### config.mk
export PLATFORM = sky130hd
export DESIGN_NAME = instr_encoder
export DESIGN_NICKNAME = d
export VERILOG_FILES = /design/src/rtl/scpu_pkg.sv /design/src/rtl/sync_fifo.sv /design/src/rtl/instr_encoder.sv
export SDC_FILE = /design/constraint.sdc
export NUM_CORES = 1
export LEC_CHECK = 0
export ABC_AREA = 1
export CAP_MARGIN = 30
export CELL_PAD_IN_SITES_DETAIL_PLACEMENT = 0
export CELL_PAD_IN_SITES_GLOBAL_PLACEMENT = 1
export CORE_MARGIN = 2
export CORE_UTILIZATION = 31
export CTS_CLUSTER_DIAMETER = 150
export DETAILED_ROUTE_END_ITERATION = 6
export PLACE_DENSITY_LB_ADDON = 0.12
export SLEW_MARGIN = 20
export SYNTH_ARGS = -nofsm -noshare
export SYNTH_HDL_FRONTEND = slang
export SYNTH_HIERARCHICAL = 1
export SYNTH_SLANG_ARGS = --single-unit
### constraint.sdc
create_clock -name clk -period 2 [get_ports clk]
set_input_delay 0.5 -clock clk [delete_from_list [all_inputs] [get_ports clk]]
set_output_delay 0.5 -clock clk [all_outputs]
set_load 0.05 [all_outputs]
### src/rtl/scpu_pkg.sv
// Shared encoding constants for the 8-bit scalar CPU: opcodes, formats and
// instruction-word field positions used by both the encoder and the decoder.
package scpu_pkg;

  localparam logic [1:0] OP_ADD = 2'b00;
  localparam logic [1:0] OP_SUB = 2'b01;
  localparam logic [1:0] OP_JMP = 2'b10;
  localparam logic [1:0] OP_LI  = 2'b11;

  typedef enum logic [1:0] {
    FMT_R   = 2'b00,
    FMT_I   = 2'b01,
    FMT_J   = 2'b10,
    FMT_RSV = 2'b11
  } fmt_e;

  localparam int OP_HI   = 7;
  localparam int OP_LO   = 6;
  localparam int RD_HI   = 5;
  localparam int RD_LO   = 4;
  localparam int ADDR_HI = 5;
  localparam int ADDR_LO = 2;
  localparam int RS1_HI  = 3;
  localparam int RS1_LO  = 2;
  localparam int IMM_HI  = 3;
  localparam int IMM_LO  = 0;
  localparam int RS2_HI  = 1;
  localparam int RS2_LO  = 0;

  typedef struct packed {
    logic       legal;
    logic [7:0] word;
  } enc_t;

endpackage

### src/rtl/sync_fifo.sv
// Single-clock FIFO with extra-bit pointers; storage is left unreset, only the
// pointers are cleared by reset or flush.
module sync_fifo #(
  parameter int DATA_W = 8,
  parameter int DEPTH  = 2
) (
  input  logic              clk,
  input  logic              rst_n,
  input  logic              flush,
  input  logic              push,
  input  logic [DATA_W-1:0] wdata,
  input  logic              pop,
  output logic [DATA_W-1:0] rdata,
  output logic              full,
  output logic              empty
);

  localparam int AW = $clog2(DEPTH);

  logic [DATA_W-1:0] r_mem [DEPTH];
  logic [AW:0]       r_wr_ptr;
  logic [AW:0]       r_rd_ptr;
  logic              w_do_push;
  logic              w_do_pop;

  assign full  = (r_wr_ptr[AW] != r_rd_ptr[AW]) && (r_wr_ptr[AW-1:0] == r_rd_ptr[AW-1:0]);
  assign empty = (r_wr_ptr == r_rd_ptr);
  assign rdata = r_mem[r_rd_ptr[AW-1:0]];

  assign w_do_push = push && !full;
  assign w_do_pop  = pop && !empty;

  always_ff @(posedge clk or negedge rst_n) begin
    if (!rst_n) begin
      r_wr_ptr <= '0;
      r_rd_ptr <= '0;
    end else if (flush) begin
      r_wr_ptr <= '0;
      r_rd_ptr <= '0;
    end else begin
      if (w_do_push) r_wr_ptr <= r_wr_ptr + 1'b1;
      if (w_do_pop)  r_rd_ptr <= r_rd_ptr + 1'b1;
    end
  end

  always_ff @(posedge clk) begin
    if (w_do_push && !flush) r_mem[r_wr_ptr[AW-1:0]] <= wdata;
  end

endmodule

### src/rtl/instr_encoder.sv
// Packs field-level instruction requests into 8-bit words, queues them and
// streams them into consecutive instruction-memory locations.
module instr_encoder
  import scpu_pkg::*;
#(
  parameter int DEPTH   = 2,
  parameter int IMEM_AW = 4
) (
  input  logic               clk,
  input  logic               rst_n,
  input  logic               in_valid,
  output logic               in_ready,
  input  logic [1:0]         in_fmt,
  input  logic [1:0]         in_op,
  input  logic [1:0]         in_rd,
  input  logic [1:0]         in_rs1,
  input  logic [1:0]         in_rs2,
  input  logic [3:0]         in_imm,
  input  logic [3:0]         in_addr,
  input  logic               restart,
  output logic               wr_en,
  input  logic               wr_ready,
  output logic [IMEM_AW-1:0] wr_addr,
  output logic [7:0]         wr_data,
  output logic               wrapped,
  output logic               err,
  output logic [3:0]         err_cnt
);

  function automatic enc_t encode(input logic [1:0] fmt, input logic [1:0] op,
                                  input logic [1:0] rd, input logic [1:0] rs1,
                                  input logic [1:0] rs2, input logic [3:0] imm,
                                  input logic [3:0] addr);
    enc_t e;
    e.legal = 1'b0;
    e.word  = '0;
    case (fmt_e'(fmt))
      FMT_R: begin
        e.word[OP_HI:OP_LO]   = op;
        e.word[RD_HI:RD_LO]   = rd;
        e.word[RS1_HI:RS1_LO] = rs1;
        e.word[RS2_HI:RS2_LO] = rs2;
        e.legal               = (op != OP_LI);
      end
      FMT_I: begin
        // The I format is implied by the LI opcode in the top two bits.
        e.word[OP_HI:OP_LO]   = OP_LI;
        e.word[RD_HI:RD_LO]   = rd;
        e.word[IMM_HI:IMM_LO] = imm;
        e.legal               = (op == OP_LI);
      end
      FMT_J: begin
        e.word[OP_HI:OP_LO]     = op;
        e.word[ADDR_HI:ADDR_LO] = addr;
        e.legal                 = (op != OP_LI);
      end
      default: begin
        e.legal = 1'b0;
      end
    endcase
    return e;
  endfunction

  enc_t               w_enc;
  logic               w_accept;
  logic               w_push;
  logic               w_wr_hs;
  logic               w_full;
  logic               w_empty;
  logic [7:0]         w_head;
  logic [IMEM_AW-1:0] r_wr_addr;
  logic               r_wrapped;
  logic               r_err;
  logic [3:0]         r_err_cnt;

  assign w_enc    = encode(in_fmt, in_op, in_rd, in_rs1, in_rs2, in_imm, in_addr);
  assign in_ready = !w_full;
  assign w_accept = in_valid && !w_full;
  assign w_push   = w_accept && w_enc.legal && !restart;
  assign w_wr_hs  = !w_empty && wr_ready;

  sync_fifo #(
    .DATA_W (8),
    .DEPTH  (DEPTH)
  ) u_fifo (
    .clk   (clk),
    .rst_n (rst_n),
    .flush (restart),
    .push  (w_push),
    .wdata (w_enc.word),
    .pop   (w_wr_hs),
    .rdata (w_head),
    .full  (w_full),
    .empty (w_empty)
  );

  assign wr_en   = !w_empty;
  assign wr_data = w_empty ? 8'h00 : w_head;
  assign wr_addr = r_wr_addr;
  assign wrapped = r_wrapped;
  assign err     = r_err;
  assign err_cnt = r_err_cnt;

  always_ff @(posedge clk or negedge rst_n) begin
    if (!rst_n) begin
      r_wr_addr <= '0;
      r_wrapped <= 1'b0;
    end else if (restart) begin
      r_wr_addr <= '0;
      r_wrapped <= 1'b0;
    end else if (w_wr_hs) begin
      r_wr_addr <= r_wr_addr + 1'b1;
      if (r_wr_addr == {IMEM_AW{1'b1}}) r_wrapped <= 1'b1;
    end
  end

  // Illegal requests are consumed without enqueueing; the count survives restart.
  always_ff @(posedge clk or negedge rst_n) begin
    if (!rst_n) begin
      r_err     <= 1'b0;
      r_err_cnt <= '0;
    end else begin
      r_err <= w_accept && !w_enc.legal;
      if (w_accept && !w_enc.legal && (r_err_cnt != 4'hF)) r_err_cnt <= r_err_cnt + 4'd1;
    end
  end

endmodule

* Word level (Yosys, flattened, before mapping)
Memories as Yosys holds them, arrays and structs flattened. Index checks and enable logic that the tools add are counted.
Operators by class: add/subtract/negate cells 4, eq/ne operators 9, muxes and demuxes 15, reductions and logical operators 21
Operators by type and width (count):
- case mux 6 bit (3 select lines) | 1
- logical AND 1 bit | 10
- adder 4 x 1 -> 4 bit, second input constant | 2
- two-way mux 2 bit | 4
- two-way mux 4 bit | 2
- two-way mux 8 bit | 1
- nonzero test 2 bit | 4
- two-way mux 1 bit | 5
- adder 2 x 1 -> 2 bit, second input constant | 2
- == test 2 bit, second input constant | 2
- == test 4 bit, second input constant | 1
- zero test 1 bit | 4
- != test 4 bit, second input constant | 1
- case mux 2 bit (2 select lines) | 1
- == test 2 x 1 -> 1 bit, second input constant | 1
- == test 2 bit | 1
- zero test 2 bit | 1
- != test 2 bit, second input constant | 1
- case mux 1 bit (2 select lines) | 1
- AND reduction 2 bit | 1
- OR reduction 2 bit | 1
- == test 1 bit | 1
- != test 1 bit | 1
Storage, ports and cells: register bits after elaboration 14, RAM bits 16, memories 1
Memories:
- u_fifo.r_mem | depth 2, width 8, rd ports 1, clocked after Yosys merged registers in 0, write ports 1, RTL line sync_fifo.sv:20 | logic [DATA_W-1:0] r_mem [DEPTH];

* Logic depth before layout (Yosys ltp)
Gate-level depths: netlist of run 1.
word-level depth 10, gate-level depth with buffers 12, mapped depth without buffers 11

* Modules after synthesis
Netlist of run 1, hierarchy kept.
By module, submodules not included:
- sync_fifo | times used 1, cells each 86, area an instance 865.8 µm²
- instr_encoder | times used 1, cells each 116, area an instance 769.5 µm²

* Worst setup path after synthesis of run 1
Ideal clock, no wire load.
path kind register to register, from reg u_fifo.r_rd_ptr[0], to mem u_fifo.r_mem[1][0], enable pin, library setup time 370 ps, data arrival time 1805 ps, required time 1630 ps, path slack -174 ps, stages on the path, launching flop included 11, path buffers 0, clock period less this slack 2174 ps, cell sequence dfrtp_1 -> inv_2 -> nand2_2 -> nand2_2 -> nand2_2 -> inv_1 -> nor2_2 -> inv_1 -> nor3_1 -> nand2_2 -> nor3_2
On the way: word-level cells in the longest chain between the ends 10
RTL lines:
- start, declared | RTL line sync_fifo.sv:22 | logic [AW:0] r_rd_ptr;
- start signal, assigned | RTL line sync_fifo.sv:42 | if (w_do_pop) r_rd_ptr <= r_rd_ptr + 1'b1;
- == test 1 bit | RTL line sync_fifo.sv:26 | assign full = (r_wr_ptr[AW] != r_rd_ptr[AW]) && (r_wr_ptr[AW-1:0] == r_rd_ptr[AW-1:0]);
- logical AND 1 bit | RTL line sync_fifo.sv:26
- net w_full | RTL line instr_encoder.sv:68 | logic w_full;
- zero test 1 bit | RTL line instr_encoder.sv:78 | assign w_accept = in_valid && !w_full;
- logical AND 1 bit | RTL line instr_encoder.sv:78
- logical AND 1 bit (2 in series) | RTL line instr_encoder.sv:79 | assign w_push = w_accept && w_enc.legal && !restart;
- net w_push | RTL line instr_encoder.sv:66 | logic w_push;
- logical AND 1 bit | RTL line sync_fifo.sv:30 | assign w_do_push = push && !full;
- logical AND 1 bit | RTL line sync_fifo.sv:47 | if (w_do_push && !flush) r_mem[r_wr_ptr[AW-1:0]] <= wdata;
- two-way mux 1 bit | RTL line sync_fifo.sv:47
- two-way mux 1 bit (implied by the code) | RTL line sync_fifo.sv:47
- end, declared | RTL line sync_fifo.sv:20
The timed path passes the listed nets, and every way through them passes these cells.

* Worst setup path in the final report of run 1
from reg u_fifo.r_wr_ptr[1], to out wr_data[7]
On the way: word-level cells in the longest chain between the ends 2
RTL lines:
- start, declared | RTL line sync_fifo.sv:21 | logic [AW:0] r_wr_ptr;
- start signal, assigned | RTL line sync_fifo.sv:41 | if (w_do_push) r_wr_ptr <= r_wr_ptr + 1'b1;
- == test 2 bit | RTL line sync_fifo.sv:27 | assign empty = (r_wr_ptr == r_rd_ptr);
- net w_empty | RTL line instr_encoder.sv:69 | logic w_empty;
- two-way mux 8 bit | RTL line instr_encoder.sv:98 | assign wr_data = w_empty ? 8'h00 : w_head;
- end, declared | RTL line instr_encoder.sv:24 | output logic [7:0] wr_data,
The timed path passes the listed nets, and every way through them passes these cells.

==> results.cfg, run 1 <==
[cells_and_area]
area_growth_pct = 59.2
fin_util_pct = 51.0
multi_input_area_sq_um = 753
final_cell_area_sq_um = 2600
fillers = 493
seq_area_sq_um = 831
layout-drive-gt1-share_pct = 29.5
most-common-layout-cells = nand2_1, buf_4, inv_1
final_common_cell = nand2_1
nNetsFinal = 299
antenna_cells = 0

[pwr]
p_switching_w = 0.000577
leakagePower_nw = 1.24
power.share.sequential_pct = 43.5
ir_worst_vdd_mv = 0.627
p_sw_share_pct = 33.5
intPower_w = 0.00115
power_density_nw_per_um2 = 662
combPwrFrac_pct = 30.8
pwr-share-clk_pct = 25.8

[place]
post_dp_cell_area_sq_um = 2370
portBuffers = 42
dp_slack_ns = -0.245
gp_congestion = 0.711
hpwl_um = 2780

[grt]
grt_pass1_vias = 1375
grt_overflow = 0
track_usage_pct = 13.7
grt_pass1_wl_um = 6480
grt_max_degree = 15
antenna_found_initial = 0

[sta]
rsz0062_at_grt = yes
post-route-min-period_ns = 1.95
finalSetupTns_ns = 0
worstMarginPinSlew_ns = 0.501
fin_hold_ws_ns = 0.521
final-hold-violation-count = 0
slew_violations = 0
fin_crit_sh_pct = 97.6
setup_viol = 0
worst_slack_ns = 0.0481
relSlewSlack_pct = 66.5
fmax_ghz = 0.512
clock_skew_ns = 0.00638

[setup_path]
cp-end-kind = output pin
worst-path-buf-inv = 4
path_cells = inv_2, nand2_1, nand2_2, nand2_4, clkinvlp_4, buf_12, nor2_4, buf_12
reg2reg_slack_ns = 0.15
r2r-start = u_fifo/r_wr_ptr[0]
start_kind = register
reg2reg_to = u_fifo/r_mem[1][7]
cp_common_cell = buf_12
required_ns = 1.50
cpLargestDelayFamily = buffers and inverters
critical-path-max-stage-delay_ns = 0.39
rr_worst_depth = 12
slowest_stage = dfrtp_1
critPathKind = register to output pin
worst_ep_arrival_time_ns = 1.45
cp_max_fo = 5

[synth]
ys_seq_area_share_pct = 50.8
synthCells = 202
synth_compound_area_share_pct = 2.60
ys_warn_count = 6
synth_cell_types = 21
synthesis.area_sq_um = 1640
synth_xor_area_share_pct = 0
synthAdderAreaFrac_pct = 1.53
synth_top_family_by_area = simple AND/OR/NAND/NOR gates
synth_nets = 227
synth-simple-area-share_pct = 36.3
synth_seq_cells = 30
muxShareOfSynthArea_pct = 0
syn_avg_cell_area_sq_um = 8.10

[clock_network]
holdBufCountCts = 0
cts_sinks = 30
htreeDepth = 2
cts_buffer_depth = 2
cts_root_buf = clkbuf_8
clkTransAtPathRegs_ns = 0.06
clkLatencyLatePin_ns = 0.27
cts_buffers = 5
cts_tree = built

[min_path]
holdPathEnd = wrapped
min_path_type = register to register
hold_start = wrapped
hold_path_depth = 2

[drt]
wl_per_cell_um = 10.6
firstDrtPassIters = 4
ant_nets = 0
vias_per_cell = 4.19
post-route-drc-count = 0
drt_iter0_drc = 71
vias = 1447
postRouteWirelength_um = 3650

[die]
dieWidth_um = 76.6
dieArea_sq_um = 5870
initial_core_util_pct = 32.0
die_y_um = 76.6
core-area_sq_um = 5110
rows = 26
boundaryPins = 43

[run]
drv_cap = 0

[outcome]
status = completed
==> worst max path at each step <==
stage	startpoint	end	slack, ns	cells past startpoint
final	u_fifo/r_wr_ptr[1]	wr_data[7]	0.05	8
after detailed placement	in_op[1]	u_fifo/r_mem[0][1]	-0.24	7
after floorplan	u_fifo/r_wr_ptr[0]	wr_data[0]	-0.02	7
after global placement	in_op[0]	u_fifo/r_mem[1][2]	-0.22	8
after CTS	u_fifo/r_wr_ptr[0]	wr_data[5]	-0.008	7
after global routing	u_fifo/r_rd_ptr[0]	wr_data[3]	-0.05	6
==> cells by family (layout without fill, tap and decap cells) <==
group / count (synthesis) / count (layout)
AO/OA/AOI/OAI: 7 / 7
AND/OR/NAND/NOR: 126 / 126
adder cells (fa/ha/maj): 2 / 2
flip-flops: 30 / 30
buffers and inverters: 37 / 110
==> repair_timing <==
item,CTS,global route
pin swaps,7,6
resized for setup,18,9
setup buffers,3,3
setup endpoints to repair,9,25
cloned,1,0
==> tightest hold or removal path, stage by stage, from the launching register on <==
cell	delay [ns]
dfrtp_1	0.37
inv_1	0.05
a21oi_1	0.06
==> flip-flops by register name (all words and copies together), names as in the netlist <==
signal and cells:
err 1, err_cnt 4, u_fifo/r_mem 16, u_fifo/r_rd_ptr 2, u_fifo/r_wr_ptr 2, wr_addr 4
wrapped 1
==> synth_stat cells <==
| cell | number | area share, % |
|---|---|---|
| nand3_4 | 1 | 1.1 |
| edfxtp_1 | 16 | 29 |
| ha_1 | 2 | 1.5 |
| nor2_1 | 14 | 3.2 |
| a21oi_1 | 2 | 0.61 |
| nor3_1 | 2 | 0.61 |
| inv_1 | 32 | 7.3 |
| nand4_1 | 10 | 3.8 |
| buf_2 | 1 | 0.31 |
| inv_2 | 3 | 0.69 |
| nand2_1 | 73 | 17 |
| nor3_2 | 2 | 1.2 |
| a22o_1 | 2 | 1.1 |
| nand3_1 | 14 | 4.3 |
| nand2_4 | 2 | 1.4 |
| buf_4 | 1 | 0.46 |
| nand2_2 | 6 | 2.3 |
| nor2_2 | 1 | 0.38 |
| nand2_8 | 1 | 1.2 |
| o21ai_0 | 3 | 0.92 |
| dfrtp_1 | 14 | 21 |
==> layout make-up <==
| class | instances | share of cell area, % |
|---|---|---|
| Clock buffer | 6 | 2.79 |
| Timing Repair Buffer | 66 | 27.2 |
| Timing Repair inverter | 1 | 0.288 |
| Inverter | 35 | 5.19 |
| Multi-Input combinational cell | 135 | 28.9 |
| Sequential cell | 30 | 31.9 |
| Tap cell | 70 | 3.36 |
| Clock inverter | 2 | 0.336 |
==> power by group through the flow <==
stage	registers [W]	logic [W]	clock network (W)
4_1_cts	0.000749	0.000527	0.000461
3_3_place_gp	0.000762	0.000500	0
3_5_place_dp	0.000760	0.000500	0
6_report	0.000749	0.000530	0.000444
2_1_floorplan	0.000865	0.000182	0
5_1_grt	0.000758	0.000574	0.000497
==> metal layers <==
metal / GRT usage [%] / up-vias / part of all wire, %
met2: 20.2 / 33 / 45
met4: 4.36 / 0 / 0.80
met5: 0 / - / 0
met3: 3.55 / 4 / 4.1
li1: - / 782 / -
met1: 19.6 / 628 / 50
==> stage by stage <==
| step | cells | total power [W] |
|---|---|---|
| after detailed placement | 330 | 0.00126 |
| after global routing | 345 | 0.00183 |
| after floorplan | 202 | 0.00105 |
| final | 345 | 0.00172 |
| after CTS | 342 | 0.00174 |
| after global placement | 330 | 0.00126 |
Note: power is estimated with default switching activity, not from simulation.
==> run 2, diff against run 1 <==
Settings changed: MAX_ROUTING_LAYER set to met4, SLEW_MARGIN 20 to 0.
==> run 2 against run 1 <==
Effect of this change:
- critical path depth unchanged
- setup slack got worse by 0.00087 ns
- total power barely moved
- combinational power barely moved
- die area unchanged
- cell count unchanged
- largest cell class unchanged
==> results.cfg, run 2 (synthesis gave the netlist of run 1 again) <==
[outcome]
status = completed

[sta]
final-hold-violation-count = 0
fin_crit_sh_pct = 97.6
rsz0062_at_grt = yes
relSlewSlack_pct = 66.5
worstMarginPinSlew_ns = 0.501
fmax_ghz = 0.512
slew_violations = 0
finalSetupTns_ns = 0
post-route-min-period_ns = 1.95
setup_viol = 0
clock_skew_ns = 0.00669
fin_hold_ws_ns = 0.521

[setup_path]
cp-end-kind = output pin
cp_max_fo = 5
slowest_stage = dfrtp_1
required_ns = 1.50
start_kind = register
worst_ep_arrival_time_ns = 1.45
critical-path-max-stage-delay_ns = 0.39
critPathKind = register to output pin
path_cells = inv_2, nand2_1, nand2_2, nand2_4, clkinvlp_4, buf_12, nor2_4, buf_12
cp_common_cell = buf_12

[place]
portBuffers = 42
hpwl_um = 2780
place_inst = 330
gp_congestion = 0.719

[die]
initial_core_util_pct = 32.0
dieWidth_um = 76.6
core-area_sq_um = 5110
die_y_um = 76.6
boundaryPins = 43
dieArea_sq_um = 5870
rows = 26

[clock_network]
holdBufCountCts = 0
cts_root_buf = clkbuf_8
htreeDepth = 2
clkLatencyLatePin_ns = 0.27
cts_tree = built
clkTransAtPathRegs_ns = 0.06
cts_sinks = 30
cts_buffers = 5
cts_buffer_depth = 2

[drt]
firstDrtPassIters = 4
ant_nets = 0
postRouteWirelength_um = 3640
drt_iter0_drc = 74
wl_per_cell_um = 10.6
vias_per_cell = 4.20
post-route-drc-count = 0
vias = 1448

[cells_and_area]
antenna_cells = 0
largest_reg_flops = 16
layout-drive-gt1-share_pct = 29.5
nNetsFinal = 299
area_growth_pct = 59.2
fillers = 493
most-common-layout-cells = nand2_1, buf_4, inv_1
final_cells = 345
final_common_cell = nand2_1

[grt]
grt_pass1_vias = 1373
grt_max_degree = 15
track_usage_pct = 14.1
grt_pass1_wl_um = 6490
antenna_found_initial = 0
grt_overflow = 0

[pwr]
p_switching_w = 0.000578
intPower_w = 0.00115
ir_worst_vdd_mv = 0.627
total_power_w = 0.00172
power_density_nw_per_um2 = 662
p_sw_share_pct = 33.5
power.share.sequential_pct = 43.4
leakagePower_nw = 1.24
pwr-share-clk_pct = 25.8
combPwrFrac_pct = 30.7

[run]
drv_cap = 0

[min_path]
min_path_type = register to register
## run 2: through the flow
stage                     util (%)  instance area, sq um  setup slack [ns]
final                         51.0                  2600            0.0472
after CTS                     50.0                  2550          -0.00779
after global placement        46.5                  2370            -0.218
after detailed placement      46.5                  2370            -0.245
after floorplan                  -                  1650           -0.0210
after global routing          51.0                  2600           -0.0538
## run 2: worst max-delay path, delay by kind of cell, from the launching register on
kind,cells,cell delay [ns]
simple gates,4,0.34
buf+inv,4,0.46
flops,1,0.39
## run 2: timing repair
item	in CTS	in global routing
buffers inserted	3	3
pin swaps	7	6
endpoints found under the setup margin	9	25
gates cloned	1	0
gates resized for setup	18	9
endpoints found under the hold margin	0	0
## run 2: worst paths after layout
kind	start	to	slack, ns	cells after the start
max	u_fifo/r_wr_ptr[1]	wr_data[7]	0.05	8
min	wrapped	wrapped	0.52	2
max reg2reg	u_fifo/r_wr_ptr[0]	u_fifo/r_mem[1][7]	0.15	12
min reg2reg	wrapped	wrapped	0.52	2
max in group asynchronous	rst_n	wrapped	1.28	2
min in group asynchronous	rst_n	err_cnt[2]	0.55	2
## run 2: power groups by stage
| stage | Sequential (W) | Clock, W | Combinational [W] |
|---|---|---|---|
| final | 0.000749 | 0.000445 | 0.000530 |
| after global routing | 0.000758 | 0.000497 | 0.000574 |
| after CTS | 0.000749 | 0.000461 | 0.000527 |
| after detailed placement | 0.000760 | 0 | 0.000500 |
| after global placement | 0.000762 | 0 | 0.000500 |
| after floorplan | 0.000865 | 0 | 0.000182 |
## run 2: per-layer routing
metal / part of all wire [%] / GRT usage [%] / vias up / wire [um]
met5: 0 / - / - / 0
met3: 4.0 / 3.44 / 4 / 146
met4: 0.80 / 4.36 / 0 / 29
li1: - / - / 782 / -
met1: 50 / 19.8 / 629 / 1830
met2: 45 / 20.1 / 33 / 1640
## run 2: layout make-up
type	count	area [sq um]	share of cell area, %
sequential	30	831	31.9
multi-input combinational	135	753	28.9
clock inverter	2	8.76	0.336
tap	70	87.6	3.36
timing repair inverter	1	7.51	0.288
timing repair buffer	66	708	27.2
clock buffer	6	72.6	2.79
inverter	35	135	5.19
==> run 3, diff against run 2 <==
Settings changed: CELL_PAD_IN_SITES_DETAIL_PLACEMENT 0 to not set, CELL_PAD_IN_SITES_GLOBAL_PLACEMENT 1 to not set, CORE_UTILIZATION 31 to 43.
==> run 3 against run 2 <==
Effect of this change:
- the flow now finishes with violations (setup timing)
- utilization rose by 18 points
- wire length fell by 4.6%
- sequential power is essentially flat
- worst hold slack better by 0.0038 ns
- clock skew up 0.0035 ns
- fmax is 2.4% lower
- setup slack got worse by 0.049 ns
- sequential cell count did not move
- design area decreased by 2.5%
- first-iteration DRC count down 5.4%
- critical path depth is the same
- critical endpoint is now wr_data[6]
- largest cell class unchanged
==> results.cfg, run 3 (synthesis gave the netlist of run 1 again) <==
[grt]
grt_pass1_vias = 1378
track_usage_pct = 19.2
antenna_found_initial = 0
grt_pass1_wl_um = 6020
grt_max_degree = 15
grt_overflow = 0

[setup_path]
cp_max_fo = 5
required_ns = 1.50
cp-end-kind = output pin
reg2reg_slack_ns = 0.16
rr_worst_depth = 10
critPathKind = register to output pin
worst_ep_arrival_time_ns = 1.50
reg2reg_to = u_fifo/r_mem[1][3]
r2r-start = u_fifo/r_rd_ptr[0]
start_kind = register

[clock_network]
clkLatencyLatePin_ns = 0.27
cts_sinks = 30
clkTransAtPathRegs_ns = 0.06
cts_root_buf = clkbuf_8
cts_buffer_depth = 2
holdBufCountCts = 0
cts_buffers = 5
cts_tree = built
htreeDepth = 2

[pwr]
leakagePower_nw = 1.21
ir_worst_vdd_mv = 0.564
power_density_nw_per_um2 = 670

[drt]
drt_iter0_drc = 70
ant_nets = 0
vias = 1462
firstDrtPassIters = 4
vias_per_cell = 4.58
postRouteWirelength_um = 3480
post-route-drc-count = 0
wl_per_cell_um = 10.9

[die]
initial_core_util_pct = 44.7
boundaryPins = 43
die_y_um = 65.7
dieWidth_um = 65.7
core-area_sq_um = 3660
rows = 22
dieArea_sq_um = 4310

[sta]
worstMarginPinSlew_ns = 0.491
final-hold-violation-count = 0
finalSetupTns_ns = -0.00182
rsz0062_at_grt = yes
clock_skew_ns = 0.0102
post-route-min-period_ns = 2.00
slew_violations = 0
fin_crit_sh_pct = 100
worst_slack_ns = -0.00182
relSlewSlack_pct = 67.2
fmax_ghz = 0.500
setup_viol = 1

[run]
drv_cap = 0

[cells_and_area]
final_common_cell = nand2_1
seq_area_sq_um = 833
antenna_cells = 0
final_cell_area_sq_um = 2540
most-common-layout-cells = nand2_1, inv_1, buf_4
layout-drive-gt1-share_pct = 29.2
nNetsFinal = 296
multi_input_area_sq_um = 743
largest_reg_flops = 16
fillers = 301
area_growth_pct = 55.2

[min_path]
hold_start = wrapped
hold_path_depth = 2
holdPathEnd = wrapped
min_path_type = register to register

[place]
gp_congestion = 0.776
hpwl_um = 2640
portBuffers = 42
post_dp_cell_area_sq_um = 2320

[outcome]
violations = setup timing
status = finished with violations
==> run 3: layout make-up <==
class	count	share of cell area [%]
clock buffer	7	3.01
timing repair buffer	63	26.9
multi-input combinational	135	29.3
timing repair inverter	1	0.296
tap	48	2.37
sequential	30	32.8
inverter	35	5.32
==> run 3: worst max-delay path: stages (launching register included) <==
cell and delay [ns]:
dfrtp_1 0.40, inv_2 0.06, nand2_1 0.08, nand2_2 0.07, nand2_4 0.11, clkinvlp_4 0.11
buf_12 0.15, nor2_4 0.11, buf_12 0.14
==> run 3: how the worst max path moves through the flow <==
stage / to / depth (start not counted) / from
after detailed placement: u_fifo/r_mem[1][2] / 8 / in_op[0]
after global routing: wr_data[6] / 7 / u_fifo/r_rd_ptr[0]
after floorplan: wr_data[0] / 7 / u_fifo/r_wr_ptr[0]
after CTS: wr_data[6] / 8 / u_fifo/r_rd_ptr[1]
after global placement: u_fifo/r_mem[1][3] / 8 / in_op[0]
final: wr_data[6] / 8 / u_fifo/r_wr_ptr[1]
==> run 3: per-layer routing <==
layer  global-route usage, %  share of wire (%)
met5                       -                  0
met4                    5.99               0.60
met1                    25.1                 50
met3                    5.82                4.3
met2                    28.8                 45
==> run 3: metrics by stage <==
| step | total power (W) | cells | util, % | hold WS [ns] | worst slack (ns) |
|---|---|---|---|---|---|
| floorplan | 0.00105 | 202 | - | 0.204 | -0.0210 |
| global placement | 0.00125 | 305 | 63.5 | 0.510 | -0.206 |
| detailed placement | 0.00125 | 305 | 63.5 | 0.521 | -0.256 |
| CTS | 0.00171 | 316 | 68.5 | 0.530 | -0.0243 |
| global route | 0.00180 | 319 | 69.3 | 0.542 | -0.0667 |
| finish | 0.00170 | 319 | 69.3 | 0.525 | -0.00182 |
==> run 3: what timing repair did <==
| item | 4_1_cts | 5_1_grt |
|---|---|---|
| setup buffers | 3 | 3 |
| setup endpoints to repair | 17 | 25 |
| pin swaps | 6 | 5 |
| gates resized for setup | 18 | 8 |
| gates cloned | 1 | 0 |
==> run 3: report_power, final <==
group / total (W) / switching (W) / internal (W) / leakage [nW]
Clock: 0.000427 / 0.000189 / 0.000238 / 0.0383
Sequential: 0.000746 / 0.0000501 / 0.000696 / 0.332
Combinational: 0.000528 / 0.000318 / 0.000210 / 0.841
Total: 0.00170 / 0.000557 / 0.00114 / 1.21
